$ cat config.mk
export PLATFORM = sky130hd
export DESIGN_NAME = pool1_layer_ctrl_flat
export DESIGN_NICKNAME = d
export VERILOG_FILES = /design/src/rtl/pool1_layer_ctrl_pkg.sv /design/src/rtl/pool1_layer_ctrl_if.sv /design/src/rtl/pool1_layer_ctrl_addr_gen.sv /design/src/rtl/pool1_layer_ctrl.sv /design/src/flat_wrapper.sv
export SDC_FILE = /design/constraint.sdc
export NUM_CORES = 1
export LEC_CHECK = 0
export CORE_ASPECT_RATIO = 1.5
export CORE_UTILIZATION = 45
export CTS_CLUSTER_DIAMETER = 60
export DETAILED_ROUTE_END_ITERATION = 16
export PLACE_DENSITY = 0.68
export SETUP_SLACK_MARGIN = 0.2
export SLEW_MARGIN = 20
export SYNTH_ARGS = -nofsm -noshare
export SYNTH_HDL_FRONTEND = slang
export SYNTH_SLANG_ARGS = --single-unit
$ cat constraint.sdc
create_clock -name clk -period 10.8 [get_ports clk]
set_input_delay 1.08 -clock clk [delete_from_list [all_inputs] [get_ports clk]]
set_output_delay 1.08 -clock clk [all_outputs]
set_load 0.005 [all_outputs]
$ cat src/rtl/pool1_layer_ctrl_pkg.sv
// Shared constants, state encoding and pixel-address helper for the pooling-1 layer sequencer.
package cnn_pkg;

    localparam int unsigned IMG_IN   = 24;
    localparam int unsigned IMG_OUT  = IMG_IN / 2;
    localparam int unsigned MEM_LAT  = 1;
    localparam int unsigned POOL_LAT = 1;
    localparam int unsigned N_WIN    = IMG_OUT * IMG_OUT;
    localparam int unsigned P1_HALF  = N_WIN / 2;

    localparam int unsigned C1_AW = 10;
    localparam int unsigned P1_AW = 8;
    localparam int unsigned K_W   = 7;
    localparam int unsigned CNT_W = 16;

    typedef enum logic [1:0] {
        IDLE,
        READ,
        DRAIN,
        DONE
    } p1_state_t;

    typedef struct packed {
        logic           first;
        logic           last;
        logic [K_W-1:0] k;
    } frame_t;

    // ph[1] selects the lower row of the 2x2 window, ph[0] the right column.
    function automatic logic [C1_AW-1:0] c1_pixel_addr(input int unsigned win, input logic [1:0] ph);
        int unsigned r;
        int unsigned c;
        r = win / IMG_OUT;
        c = win % IMG_OUT;
        return C1_AW'((2 * r + 32'(ph[1])) * IMG_IN + 2 * c + 32'(ph[0]));
    endfunction

endpackage

$ cat src/rtl/pool1_layer_ctrl_if.sv
// Control/address bundle between the pooling-1 sequencer and its memories/datapath.
// cycle_cnt exists only when POOL1_CYCLE_COUNT_EN is defined.
interface pool1_layer_ctrl_if;
    import cnn_pkg::*;

    logic             start;
    logic             hold;
    logic [C1_AW-1:0] c1_addr0;
    logic [C1_AW-1:0] c1_addr1;
    logic             pool_first;
    logic             pool_last;
    logic [P1_AW-1:0] p1_addr0;
    logic [P1_AW-1:0] p1_addr1;
    logic             p1_we;
    logic             busy;
    logic             done;
`ifdef POOL1_CYCLE_COUNT_EN
    logic [CNT_W-1:0] cycle_cnt;
`endif

    modport slave (
        input  start, hold,
        output c1_addr0, c1_addr1, pool_first, pool_last,
               p1_addr0, p1_addr1, p1_we, busy, done
`ifdef POOL1_CYCLE_COUNT_EN
       ,output cycle_cnt
`endif
    );

    modport master (
        output start, hold,
        input  c1_addr0, c1_addr1, pool_first, pool_last,
               p1_addr0, p1_addr1, p1_we, busy, done
`ifdef POOL1_CYCLE_COUNT_EN
       ,input  cycle_cnt
`endif
    );

endinterface

$ cat src/rtl/pool1_layer_ctrl_addr_gen.sv
// Combinational (window, phase) -> conv-1 read addresses for both halves of the layer.
module pool1_addr_gen
    import cnn_pkg::*;
(
    input  logic [K_W-1:0]   k_i,
    input  logic [1:0]       ph_i,
    output logic [C1_AW-1:0] c1_addr0_o,
    output logic [C1_AW-1:0] c1_addr1_o
);

    always_comb begin
        c1_addr0_o = c1_pixel_addr(32'(k_i), ph_i);
        c1_addr1_o = c1_pixel_addr(32'(k_i) + P1_HALF, ph_i);
    end

endmodule

$ cat src/rtl/pool1_layer_ctrl.sv
// Pooling-1 layer sequencer: 2x2/stride-2 window reads, pooling framing, P1 writes.
// Optional POOL1_CYCLE_COUNT_EN adds a busy-cycle counter on the interface.
module pool1_layer_ctrl
    import cnn_pkg::*;
(
    input  logic               clk,
    input  logic               reset,
    pool1_layer_ctrl_if.slave  bus
);

    localparam logic [K_W-1:0] K_LAST = K_W'(P1_HALF - 1);

    p1_state_t        state_q, state_d;
    logic [K_W-1:0]   k_q, k_d;
    logic [1:0]       ph_q, ph_d;
    frame_t           fr_q [MEM_LAT];
    logic             we_q [POOL_LAT];
    logic [K_W-1:0]   wk_q [POOL_LAT];
    logic             upstream_busy;
    logic [C1_AW-1:0] a0, a1;

    pool1_addr_gen u_addr_gen (
        .k_i        (k_q),
        .ph_i       (ph_q),
        .c1_addr0_o (a0),
        .c1_addr1_o (a1)
    );

    // Anything still in flight ahead of the write stage blocks DRAIN -> DONE.
    always_comb begin
        upstream_busy = 1'b0;
        for (int unsigned i = 0; i < MEM_LAT; i++)
            upstream_busy = upstream_busy | fr_q[i].first | fr_q[i].last;
        for (int unsigned i = 0; i + 1 < POOL_LAT; i++)
            upstream_busy = upstream_busy | we_q[i];
    end

    always_comb begin
        state_d = state_q;
        k_d     = k_q;
        ph_d    = ph_q;
        if (!bus.hold) begin
            case (state_q)
                IDLE, DONE: begin
                    if (bus.start) begin
                        state_d = READ;
                        k_d     = '0;
                        ph_d    = '0;
                    end
                end
                READ: begin
                    ph_d = ph_q + 2'd1;
                    if (ph_q == 2'd3) begin
                        if (k_q == K_LAST) begin
                            state_d = DRAIN;
                            k_d     = '0;
                        end else begin
                            k_d = k_q + 1'b1;
                        end
                    end
                end
                DRAIN: begin
                    if (!upstream_busy && we_q[POOL_LAT-1])
                        state_d = DONE;
                end
                default: state_d = IDLE;
            endcase
        end
    end

    always_ff @(posedge clk or negedge reset) begin
        if (!reset) begin
            state_q <= IDLE;
            k_q     <= '0;
            ph_q    <= '0;
        end else begin
            state_q <= state_d;
            k_q     <= k_d;
            ph_q    <= ph_d;
        end
    end

    // Write address only loads on a window's last pixel so it stays stable between writes.
    always_ff @(posedge clk or negedge reset) begin
        if (!reset) begin
            for (int unsigned i = 0; i < MEM_LAT; i++)
                fr_q[i] <= '0;
            for (int unsigned i = 0; i < POOL_LAT; i++) begin
                we_q[i] <= 1'b0;
                wk_q[i] <= '0;
            end
        end else if (!bus.hold) begin
            fr_q[0] <= '{first: (state_q == READ) && (ph_q == 2'd0),
                         last:  (state_q == READ) && (ph_q == 2'd3),
                         k:     k_q};
            for (int unsigned i = 1; i < MEM_LAT; i++)
                fr_q[i] <= fr_q[i-1];
            we_q[0] <= fr_q[MEM_LAT-1].last;
            if (fr_q[MEM_LAT-1].last)
                wk_q[0] <= fr_q[MEM_LAT-1].k;
            for (int unsigned i = 1; i < POOL_LAT; i++) begin
                we_q[i] <= we_q[i-1];
                if (we_q[i-1])
                    wk_q[i] <= wk_q[i-1];
            end
        end
    end

    assign bus.c1_addr0   = (state_q == READ) ? a0 : '0;
    assign bus.c1_addr1   = (state_q == READ) ? a1 : '0;
    assign bus.pool_first = fr_q[MEM_LAT-1].first & ~bus.hold;
    assign bus.pool_last  = fr_q[MEM_LAT-1].last & ~bus.hold;
    assign bus.p1_we      = we_q[POOL_LAT-1] & ~bus.hold;
    assign bus.p1_addr0   = P1_AW'(wk_q[POOL_LAT-1]);
    assign bus.p1_addr1   = P1_AW'(wk_q[POOL_LAT-1]) + P1_AW'(P1_HALF);
    assign bus.busy       = (state_q == READ) || (state_q == DRAIN);
    assign bus.done       = (state_q == DONE);

`ifdef POOL1_CYCLE_COUNT_EN
    logic             accept;
    logic [CNT_W-1:0] cnt_q;

    assign accept = !bus.hold && bus.start && ((state_q == IDLE) || (state_q == DONE));

    always_ff @(posedge clk or negedge reset) begin
        if (!reset)
            cnt_q <= '0;
        else if (accept)
            cnt_q <= '0;
        else if (!bus.hold && ((state_q == READ) || (state_q == DRAIN)))
            cnt_q <= cnt_q + 1'b1;
    end

    assign bus.cycle_cnt = cnt_q;
`endif

endmodule

$ cat src/flat_wrapper.sv
// flat-port wrapper written by rule: the top's interface ports become plain ports
module pool1_layer_ctrl_flat import cnn_pkg::*;
  (clk, reset, bus_start, bus_hold, bus_c1_addr0, bus_c1_addr1, bus_pool_first, bus_pool_last, bus_p1_addr0, bus_p1_addr1, bus_p1_we, bus_busy, bus_done);
  pool1_layer_ctrl_if bus_i ();
  input  logic clk;
  input  logic reset;
  input wire logic [$bits(bus_i.start)-1:0] bus_start;
  input wire logic [$bits(bus_i.hold)-1:0] bus_hold;
  output wire logic [$bits(bus_i.c1_addr0)-1:0] bus_c1_addr0;
  output wire logic [$bits(bus_i.c1_addr1)-1:0] bus_c1_addr1;
  output wire logic [$bits(bus_i.pool_first)-1:0] bus_pool_first;
  output wire logic [$bits(bus_i.pool_last)-1:0] bus_pool_last;
  output wire logic [$bits(bus_i.p1_addr0)-1:0] bus_p1_addr0;
  output wire logic [$bits(bus_i.p1_addr1)-1:0] bus_p1_addr1;
  output wire logic [$bits(bus_i.p1_we)-1:0] bus_p1_we;
  output wire logic [$bits(bus_i.busy)-1:0] bus_busy;
  output wire logic [$bits(bus_i.done)-1:0] bus_done;
  assign bus_i.start = bus_start;
  assign bus_i.hold = bus_hold;
  assign bus_c1_addr0 = bus_i.c1_addr0;
  assign bus_c1_addr1 = bus_i.c1_addr1;
  assign bus_pool_first = bus_i.pool_first;
  assign bus_pool_last = bus_i.pool_last;
  assign bus_p1_addr0 = bus_i.p1_addr0;
  assign bus_p1_addr1 = bus_i.p1_addr1;
  assign bus_p1_we = bus_i.p1_we;
  assign bus_busy = bus_i.busy;
  assign bus_done = bus_i.done;
  pool1_layer_ctrl u_core (.clk(clk), .reset(reset), .bus(bus_i));
endmodule
==> metrics.md <==
| Metric | Value |
|---|---|
| Mapped Area | 3133 µm² |
| Fin Clk Skew | 2.128 ps |
| Routability cong. | 0.8233 |
| Vias post-DR | 2,613 |
| TritonRoute pass-1 iters | 4 |
| Fraction of the mapped netlist area in adder cells | 16.93% |
| Endpoint, Worst Hold | u_core.fr_q[4]$_DFFE_PN0N_ |
| Avg WL per Cell | 13.66 µm |
| Reg2reg end | u_core.k_q[5]$_DFFE_PN0P_ |
| Max incr delay on CP | 860 ps |
| Maximum root-to-sink buffer count | 2 |
| Post-CTS Hold Buffers | 0 |
| Initial Utilization | 47.32% |
| Die Area | 7307 µm² |
| Core Area | 6621 µm² |
| Crit path DAT | 6540 ps |
| ANT cells | 0 |
| Seq cells post-synth | 28 |
| Slowest CP cell | dfrtp_1 |
| Unrepaired setup endpoints after global routing | no |
| Cell family with the largest share of critical-path delay | adder cells |
| GRT Total Usage | 18.40% |
| Synth Flop Type | dfrtp_1 |
| Combinational family with the most area after synthesis | compound AO/OA/AOI/OAI gates |
| Fin worst setup slack | 3183 ps |
| Req. time, crit path | 9720 ps |
| Global-route wire length before repair | 11,140 µm |
| CTS Buf Count | 3 |
| Largest net degree at the start of global routing | 29 |
| Final setup TNS | 0 ps |
| Gr busiest metal | met2 |
| Status | completed |
| Worst Hold Depth | 2 |
| Max_cap viols | 0 |
| Initial DRC Count | 91 |
| Dpl ws | 3514 ps |
| Met2 usage in global routing | 34.55% |
| Multiplexer share of the synthesized area | 3.914% |
| Post-synth EDFFs | 0 |
| CTS sink cnt | 28 |
| Layout net count | 438 |
| Root Driver | clkbuf_8 |
| Final Max Slew Viols | 0 |
| Worst path cell trace | ha_1 > or2b_1 > a21oi_1 > o22ai_1 > ha_1 > and4b_4 > nor3_1 > o21ai_2 > nor2b_1 > o211ai_1 > nand3_1 > ha_1 > fa_1 > ha_1 > a21oi_1 > nor2b_1 > o21ai_0 > a21oi_1 > xnor2_1 > xnor3_1 > and2_1 > clkdlybuf4s50_1 |
| FFs w/ async S/R, synth | 100.0% |
| Most frequent cells in the layout | clkdlybuf4s50_1, ha_1, nand2_1 |
| Detail Route Antenna Nets | 0 |
| Tcrit/Tclk final | 70.52% |
| Clk_lat worst skew | 270 ps |
| Grt met3 use | 0.7752% |
| # DRC | 0 |
| Max Freq | 0.1313 GHz |
| Detailed placement HPWL | 4992 µm |
| Vias in the first global route | 2,510 |
| Seq/Total Area, Yosys | 22.36% |
| Share of layout cells above drive strength 1 | 7.634% |
| Post-Synth Simple-Gate Area | 18.13% |
| Syn nets | 410 |
| Leakage power | 1.744 nW |
| Final Hold Fails | 0 |
| Boundary pin count | 45 |
| Worst path bufs/invs | 1 |
| Main area contributors after synthesis | dfrtp_1, ha_1, xnor2_1 |
| CP max FO | 23 |
| Class of the worst hold path | reg -> reg |
| Most common cell on crit path | ha_1 |
| Post-Synthesis Cells | 366 |
| Worst slew pin tran | 856.5 ps |
| Vias per cell | 5.571 |
| Initial antenna violation count | 0 |
| R2R setup slack | 8170 ps |
| Reg clk slew, reported paths | 90 ps |
| PwrDens | 122.5 nW/µm² |
| Count of buffers from port buffering | 43 |
| Synth Area in Compound Gates | 23.00% |
| Post-CTS setup buffers | 0 |
| Max_slew headroom | 42.41% |
| Worst r2r path cells | 5 |
| Die width | 70.13 µm |
| Die height | 104.2 µm |
| H-tree depth | 1 |
| Post-Syn Area per Cell | 8.560 µm² |
| Placement row count | 36 |
| Post-route minimum period | 7617 ps |
| YS warnings | 0 |
| Area delta synth->final | 15.10% |
| Met1 GRT Util | 21.48% |
| TritonCTS clock tree | built |
| Hold wc startpoint | u_core.fr_q[4]$_DFFE_PN0N_ |
| VDD IR max | 68.61 µV |
| Synth unique cells | 61 |
| CTS resizes | 0 |
| Worst setup path category | reg -> out |
| Critical path launch point type | flop |
| Final setup fails | 0 |
| Total congestion overflow | 0 |
| Launch point of the worst reg-to-reg path | u_core.k_q[3]$_DFFE_PN0P_ |
| CP endpoint kind | primary output |
| Most common cell after layout, fill and taps aside | clkdlybuf4s50_1 |
| Synth top area share | 22.36% |
| Post-Synth XOR/XNOR Area | 9.105% |
| Yosys top cell by area | dfrtp_1 |
| WL final | 6405 µm |
-- stage by stage --
stage	hold WS [ps]	util (%)	power, mW	std cells	instance area [µm²]
global placement	462.0	53.63	0.3801	465	3551
global route	514.7	54.46	0.4811	469	3606
finish	485.3	54.46	0.4418	469	3606
CTS	491.9	54.46	0.4489	469	3606
detailed placement	468.7	53.63	0.3833	465	3551
floorplan	447.6	-	0.2823	366	3133
-- power by group --
group | leakage [nW] | switching, mW | internal, mW | total [mW]
combinational | 1.34 | 0.0986 | 0.118 | 0.217
sequential | 0.376 | 0.0300 | 0.131 | 0.161
clock | 0.0288 | 0.0316 | 0.0326 | 0.0642
total | 1.74 | 0.160 | 0.282 | 0.442
-- Yosys cell counts (2+ instances only) --
cell type / n
a21oi_1: 19
nand4_1: 2
o22ai_1: 3
and2_1: 16
fa_1: 4
nand2_1: 31
dfrtp_1: 28
nand3_1: 10
o41ai_1: 2
o211ai_1: 3
a21o_1: 13
nand2b_1: 6
buf_4: 9
xor2_1: 12
o221ai_1: 2
mux2i_1: 4
a22o_1: 2
or2_2: 3
xnor2_1: 18
mux2_2: 6
o21ai_0: 30
a31oi_1: 2
buf_2: 2
a211oi_1: 2
ha_1: 36
clkbuf_1: 11
clkinv_1: 2
nor2b_1: 8
inv_1: 16
nor3_1: 5
o31ai_1: 4
nor2_1: 26
-- final cells by class --
type | count | area, µm²
Sequential cell | 28 | 700.7
Multi-Input combinational cell | 296 | 2231
Inverter | 19 | 71.32
Tap cell | 76 | 95.09
Timing Repair Buffer | 46 | 452.9
Clock buffer | 4 | 55.05
Fill cell | 631 | 3015
-- worst min-delay path, cell delays in order, from the launching register on --
cell,delay (ps)
dfrtp_1,350
nand2_1,50
o21ai_0,60
-- kinds of logic (layout without fill, tap and decap cells) --
| kind of cell | count (synthesis) | in the layout |
|---|---|---|
| simple gates | 114 | 114 |
| compound gates | 99 | 99 |
| buf+inv | 42 | 69 |
| fa+ha+maj | 40 | 40 |
| xor+xnor | 31 | 31 |
| flops | 28 | 28 |
| mux | 11 | 11 |
| other cells | 1 | 1 |
-- flip-flops by register name, indices dropped and copies added, names as in the netlist --
register        cells
u_core.ph_q         2
u_core.wk_q         7
u_core.we_q         1
u_core.k_q          7
u_core.fr_q         9
u_core.state_q      2
-- layer usage --
layer / vias to the layer above / part of all wire [%]
met4: 0 / 2.3
met2: 51 / 53
met3: 14 / 2.0
met5: - / 0
li1: 1329 / -
met1: 1219 / 43
-- worst max-delay path by stage --
stage | from | slack (ps) | depth (start not counted) | to
6_report | u_core.k_q[3]$_DFFE_PN0P_ | 3180 | 22 | bus_c1_addr1[9]
3_3_place_gp | u_core.k_q[3]$_DFFE_PN0P_ | 3640 | 22 | bus_c1_addr1[9]
4_1_cts | u_core.k_q[3]$_DFFE_PN0P_ | 3180 | 22 | bus_c1_addr1[9]
2_1_floorplan | u_core.k_q[3]$_DFFE_PN0P_ | 4850 | 21 | bus_c1_addr1[9]
3_5_place_dp | u_core.k_q[3]$_DFFE_PN0P_ | 3510 | 22 | bus_c1_addr1[9]
5_1_grt | u_core.k_q[3]$_DFFE_PN0P_ | 2670 | 22 | bus_c1_addr1[9]
No activity file was read; power rests on OpenSTA's default activity.
